[src/rtl/program_counter_pkg.sv]
// -----------------------------------------------------------------------------
// program_counter_pkg
// Purpose : Shared definitions for the program counter block: the control FSM
//           state enum, the next-PC source select used between the FSM and the
//           pc_next datapath, and the PC reset value.
// Ports   : none (package).
// Config  : PC_LINK_EN (see program_counter.sv) selects whether SEL_LINK can
//           ever be requested; the encoding is always present.
// -----------------------------------------------------------------------------
package program_counter_pkg;

  // Control FSM states.
  typedef enum logic [1:0] {
    ST_IDLE = 2'd0,
    ST_RUN  = 2'd1,
    ST_HALT = 2'd2
  } pc_state_t;

  // Source of the next PC value, chosen by the FSM, built by pc_next.
  typedef enum logic [2:0] {
    SEL_HOLD = 3'd0,  // keep current pc
    SEL_ZERO = 3'd1,  // restart from PC_RESET
    SEL_INC  = 3'd2,  // pc + 1
    SEL_ABS  = 3'd3,  // target as absolute address
    SEL_REL  = 3'd4,  // pc + signed target
    SEL_LINK = 3'd5   // return through the link register
  } pc_sel_t;

  // Address execution starts from after reset or a (re)start.
  localparam int unsigned PC_RESET = 32'd0;

endpackage : program_counter_pkg

[src/rtl/program_counter_pc_next.sv]
// -----------------------------------------------------------------------------
// pc_next
// Purpose : Purely combinational next-PC adder/mux for program_counter.
// Ports   :
//   sel     in  pc_sel_t : which next-PC source to produce
//   pc      in  D        : current program counter
//   target  in  D        : jump address or two's complement offset
//   link    in  D        : saved return address (zero when unused)
//   pc_nxt  out D        : selected next program counter
//   pc_inc  out D        : pc + 1 (mod 2^D), also used as the call return
// -----------------------------------------------------------------------------
module pc_next
  import program_counter_pkg::*;
#(
  parameter int D = 10
) (
  input  pc_sel_t      sel,
  input  logic [D-1:0] pc,
  input  logic [D-1:0] target,
  input  logic [D-1:0] link,
  output logic [D-1:0] pc_nxt,
  output logic [D-1:0] pc_inc
);

  logic [D-1:0] pc_rel_s;
  logic [D-1:0] one_s;

  assign one_s  = {{(D-1){1'b0}}, 1'b1};
  assign pc_inc = pc + one_s;
  // target is already D bits wide, so a D-bit add is exactly
  // pc + sign-extended target truncated to D bits.
  assign pc_rel_s = pc + target;

  // Next-PC source mux.
  always_comb begin
    pc_nxt = pc;
    case (sel)
      SEL_HOLD: pc_nxt = pc;
      SEL_ZERO: pc_nxt = D'(PC_RESET);
      SEL_INC:  pc_nxt = pc_inc;
      SEL_ABS:  pc_nxt = target;
      SEL_REL:  pc_nxt = pc_rel_s;
      SEL_LINK: pc_nxt = link;
      default:  pc_nxt = pc;
    endcase
  end

endmodule : pc_next

[src/rtl/program_counter.sv]
// -----------------------------------------------------------------------------
// program_counter
// Purpose : Program counter with IDLE/RUN/HALT control FSM, stall, halt,
//           absolute and relative jumps, and an optional one-entry link
//           register for call/ret.
// Config  : define PC_LINK_EN to compile in the link register; without it
//           call and ret are ignored and no link storage exists.
// Ports   :
//   clk       in  1 : clock, all state updates on the rising edge
//   reset_n   in  1 : synchronous active-low reset, overrides everything
//   start     in  1 : start execution from address 0 (IDLE or HALT)
//   stall     in  1 : freeze pc and state while running
//   halt      in  1 : current instruction is a halt
//   abs_jump  in  1 : load target as absolute address
//   rel_jump  in  1 : add target to pc as signed offset
//   target    in  D : jump address / offset
//   call      in  1 : call (link <= pc+1, pc <= target) when PC_LINK_EN
//   ret       in  1 : return (pc <= link) when PC_LINK_EN
//   pc        out D : address being fetched (registered)
//   running   out 1 : high in RUN (registered)
//   done      out 1 : high in HALT (registered)
// -----------------------------------------------------------------------------
module program_counter
  import program_counter_pkg::*;
#(
  parameter int D = 10
) (
  input  logic         clk,
  input  logic         reset_n,
  input  logic         start,
  input  logic         stall,
  input  logic         halt,
  input  logic         abs_jump,
  input  logic         rel_jump,
  input  logic [D-1:0] target,
  input  logic         call,
  input  logic         ret,
  output logic [D-1:0] pc,
  output logic         running,
  output logic         done
);

  pc_state_t    state_r;
  pc_state_t    state_s;
  pc_sel_t      sel_s;
  logic [D-1:0] pc_r;
  logic [D-1:0] pc_nxt_s;
  logic [D-1:0] pc_inc_s;
  logic [D-1:0] link_s;
  logic         running_r;
  logic         running_s;
  logic         done_r;
  logic         done_s;

`ifdef PC_LINK_EN
  logic [D-1:0] link_r;
  logic         link_we_s;
  assign link_s = link_r;
`else
  // No link storage: the return path reads zero and is never selected.
  logic unused_s;
  assign link_s   = {D{1'b0}};
  assign unused_s = call ^ ret ^ (^pc_inc_s);
`endif

  // Next-state, next-PC source and registered-output decode.
  always_comb begin
    state_s = state_r;
    sel_s   = SEL_HOLD;
`ifdef PC_LINK_EN
    link_we_s = 1'b0;
`endif
    case (state_r)
      ST_IDLE: begin
        if (start) begin
          state_s = ST_RUN;
          sel_s   = SEL_ZERO;
        end else begin
          state_s = ST_IDLE;
          sel_s   = SEL_HOLD;
        end
      end
      ST_RUN: begin
        // start is deliberately not looked at while running.
        if (stall) begin
          state_s = ST_RUN;
          sel_s   = SEL_HOLD;
        end else if (halt) begin
          state_s = ST_HALT;
          sel_s   = SEL_HOLD;
`ifdef PC_LINK_EN
        end else if (ret) begin
          state_s = ST_RUN;
          sel_s   = SEL_LINK;
        end else if (call) begin
          state_s   = ST_RUN;
          sel_s     = SEL_ABS;
          link_we_s = 1'b1;
`endif
        end else if (abs_jump) begin
          state_s = ST_RUN;
          sel_s   = SEL_ABS;
        end else if (rel_jump) begin
          state_s = ST_RUN;
          sel_s   = SEL_REL;
        end else begin
          state_s = ST_RUN;
          sel_s   = SEL_INC;
        end
      end
      ST_HALT: begin
        if (start) begin
          state_s = ST_RUN;
          sel_s   = SEL_ZERO;
        end else begin
          state_s = ST_HALT;
          sel_s   = SEL_HOLD;
        end
      end
      default: begin
        state_s = ST_IDLE;
        sel_s   = SEL_ZERO;
      end
    endcase
    // Status flags are derived from the next state so they register
    // alongside it and line up with the new state.
    running_s = (state_s == ST_RUN);
    done_s    = (state_s == ST_HALT);
  end

  pc_next #(
    .D (D)
  ) u_pc_next (
    .sel    (sel_s),
    .pc     (pc_r),
    .target (target),
    .link   (link_s),
    .pc_nxt (pc_nxt_s),
    .pc_inc (pc_inc_s)
  );

  // State, PC and status registers with synchronous active-low reset.
  always_ff @(posedge clk) begin
    if (!reset_n) begin
      state_r   <= ST_IDLE;
      pc_r      <= D'(PC_RESET);
      running_r <= 1'b0;
      done_r    <= 1'b0;
    end else begin
      state_r   <= state_s;
      pc_r      <= pc_nxt_s;
      running_r <= running_s;
      done_r    <= done_s;
    end
  end

`ifdef PC_LINK_EN
  // Link register: captures the return address on a taken call.
  always_ff @(posedge clk) begin
    if (!reset_n) begin
      link_r <= {D{1'b0}};
    end else if (link_we_s) begin
      link_r <= pc_inc_s;
    end else begin
      link_r <= link_r;
    end
  end
`endif

  assign pc      = pc_r;
  assign running = running_r;
  assign done    = done_r;

endmodule : program_counter
[config.mk]
export PLATFORM = sky130hd
export DESIGN_NAME = program_counter
export DESIGN_NICKNAME = d
export VERILOG_FILES = /design/src/rtl/program_counter_pkg.sv /design/src/rtl/program_counter_pc_next.sv /design/src/rtl/program_counter.sv
export SDC_FILE = /design/constraint.sdc
export NUM_CORES = 1
export LEC_CHECK = 0
export CORE_MARGIN = 10
export CORE_UTILIZATION = 52
export DETAILED_ROUTE_END_ITERATION = 6
export GPL_ROUTABILITY_DRIVEN = 0
export PLACE_DENSITY = 0.85
export SYNTH_ARGS = -nofsm -noshare
export SYNTH_HDL_FRONTEND = slang
export SYNTH_SLANG_ARGS = --single-unit
[constraint.sdc]
create_clock -name clk -period 8.15 [get_ports clk]
set_clock_uncertainty 0.05 [all_clocks]
set_input_delay 1.63 -clock clk [delete_from_list [all_inputs] [get_ports clk]]
set_output_delay 1.63 -clock clk [all_outputs]
set_load 0.05 [all_outputs]
==> results.yml <==
synthesis:
  avgSynthCellArea_sq_um: 8.873
  yosysTopAreaCellShare_pct: 24.11
  async_flop_share_pct: 0
  ys_ff_latch: 14
  syn_area_sq_um: 1162
  synthTopCellsByArea: "dfxtp_1 (24%), ha_1 (9.7%), and2_1 (5.4%)"
  ys_seq_area_share_pct: 24.11
  synth_ff_type: "dfxtp_1"
  synth_most_common_cell: "dfxtp_1"
  syn_nets: 160
  yosys_warnings: 0
  netlist_instances: 131
  yosys.area.top_type: "dfxtp_1"
  synth_common_cells: "dfxtp_1 (14), nor2_1 (13), a21oi_1 (11)"
  synth_edf_count: 0
  synth_cell_types: 41
setup_path:
  crit_family: "compound AO/OA/AOI/OAI gates"
  worst-r2r-setup-slack_ns: 5.08
  crit_slowest_cell: "clkdlybuf4s50_1"
  cp.arrival_ns: 4.59
  end_kind: "flop"
  worst-path-stages: 11
  r2r-end: "pc[8]"
  crit_type: "in -> reg"
  cp_slowest_stage_delay_ns: 0.49
  rr_startpoint: "state_r[0]"
  cp_num_buf_inv: 1
  required_ns: 8.32
  r2r_cells: 10
  path_max_fanout: 9
  crit_path_start_kind: "input pin"
  crit_chain: "clkdlybuf4s50_1 -> nor4b_4 -> and3b_1 -> nand2b_1 -> ha_1 -> fa_1 -> a21o_2 -> a221oi_2 -> a21oi_1 -> xnor2_1 -> o21ai_0"
timing:
  hold_violations: 0
  setup_viol: 0
  min_period_ns: 4.418
  rsz0062_at_grt: "false"
  timing.setup.tns_ns: 0
  fmax_ghz: 0.2264
  worst_pin_slew_ns: 0.5536
  slew_viol_final: 0
  relSlewSlack_pct: 63.09
  post-route-period-util_pct: 54.21
min_path:
  hold_end: "pc[2]"
  hold_start: "pc[2]"
  hp-class: "reg -> reg"
  whs_path_depth: 2
drt:
  drt_first_pass_iters: 4
  drtIter0Drc: 60
  wl_um: 2946
  routedWlPerCell_um: 15.84
  vias_per_cell: 5.973
  drcViolationCount: 0
  ant_nets: 0
  routed-via-count: 1111
global_route:
  grtUsageTotal_pct: 13.05
  antenna_found_initial: 0
  grt_first_pass_wirelength_um: 4733
  grt_max_degree: 17
  grt_remaining_overflow: 0
  grt_pass1_vias: 1081
placed_design:
  hpwl_um: 2214
  port_buffers: 28
die:
  die_area_sq_um: 4527
  initial_core_util_pct: 53.58
  design.core.area_sq_um: 2170
  io_pins: 31
  fp.dieW_um: 67.28
  rows: 17
  fp.dieH_um: 67.28
final_layout:
  layout-drive-gt1-share_pct: 8.228
  syn2layout_area_growth_pct: 27.56
  n_antenna_cell: 0
  layout.nets: 188
clock_tree:
  h-tree-depth: 1
  clk_pin_slew_ns: 0.10
  cts_buffer_depth: 2
  cts_tree: "built"
  ctsHoldBuffers: 0
  numCtsBuffers: 3
  post_cts_resized: 0
  clock-root-buffer: "clkbuf_4"
  cts.sinks: 14
  clock_latency_ns: 0.29
  post-cts-setup-buffers: 0
power_and_ir_drop:
  power_density_nw_per_um2: 138.1
  ir_worst_vdd_v: 0.00008399
  power_mw: 0.2047
  p_leak_nw: 0.6065
status:
  outcome: "finished clean"
job:
  maxCapViolations: 0
-- how the worst max path moves through the flow --
stage,end,slack [ns],from
2_1_floorplan,pc[6],4.23,halt
3_3_place_gp,pc[6],3.52,halt
3_5_place_dp,pc[6],3.45,halt
4_1_cts,pc[8],3.74,halt
5_1_grt,pc[8],3.60,halt
6_report,pc[8],3.73,halt
-- metal layers --
layer | routed length [um] | vias to the layer above | part of all wire, % | GRT usage [%]
met2 | 1408 | 35 | 48 | 20.73
met5 | 0 | - | 0 | 0
met3 | 205 | 10 | 7.0 | 3.140
li1 | - | 546 | - | -
met4 | 74 | 0 | 2.5 | 7.949
met1 | 1258 | 520 | 43 | 15.55
-- cells by family (layout without fill, tap and decap cells) --
family	Yosys count	count (layout)	share of synthesized area, %
AO/OA/AOI/OAI	51	51	32.72
flip-flops	14	14	24.11
adder cells (fa/ha/maj)	10	10	11.41
XOR/XNOR	9	9	6.781
buffers and inverters	6	33	3.014
AND/OR/NAND/NOR	41	41	21.96
-- state kept, by name, indices dropped and copies added (netlist names) --
signal,cells
pc,10
state_r,2
running,1
done,1
-- cell usage in the layout (no fill, tap or decap), types with 2 or more instances in the layout --
master,n
a221oi_2,2
o22ai_2,2
clkdlybuf4s50_1,28
nor2_1,13
o211a_1,2
clkbuf_4,3
xor2_1,4
ha_1,9
o21ai_0,7
a22oi_1,2
o211ai_1,3
a21o_1,2
a21oi_1,11
a211o_1,2
nor2b_1,4
nand2_1,3
and2_1,10
dfxtp_1,14
nor3b_1,4
a22o_1,2
o21a_1,3
a211oi_1,3
a221oi_1,4
xnor2_1,5
-- final cells by class --
cell class	instances	area, sq um
clock buffers	4	36.28
fillers	188	686.9
well taps	28	35.03
multi-input cells	111	847.1
inverters	1	3.754
repair buffers	28	280.3
flip-flops and latches	14	280.3
-- worst register-to-register path, delay by kind of cell (launching register included) --
family | cells | cell delay, ns
compound gates | 4 | 0.84
xor+xnor | 1 | 0.15
fa+ha+maj | 2 | 0.65
flops | 1 | 0.53
simple gates | 3 | 0.78
-- power breakdown --
group / switching [mW] / total [mW] / internal, mW / leakage (nW)
Clock: 0.0265 / 0.0537 / 0.0272 / 0.0210
Sequential: 0.00530 / 0.0789 / 0.0736 / 0.115
Combinational: 0.0418 / 0.0720 / 0.0303 / 0.471
-- stage by stage --
stage	setup WS, ns	hold WS, ns	instance area (sq um)	cells	utilization [%]
floorplan	4.228	0.5778	1162	131	-
global placement	3.516	0.4588	1446	182	66.67
detailed placement	3.449	0.4773	1446	182	66.67
CTS	3.745	0.4908	1483	186	68.34
global route	3.600	0.5450	1483	186	68.34
finish	3.732	0.4926	1483	186	68.34
Note: power is estimated with default switching activity, not from simulation.
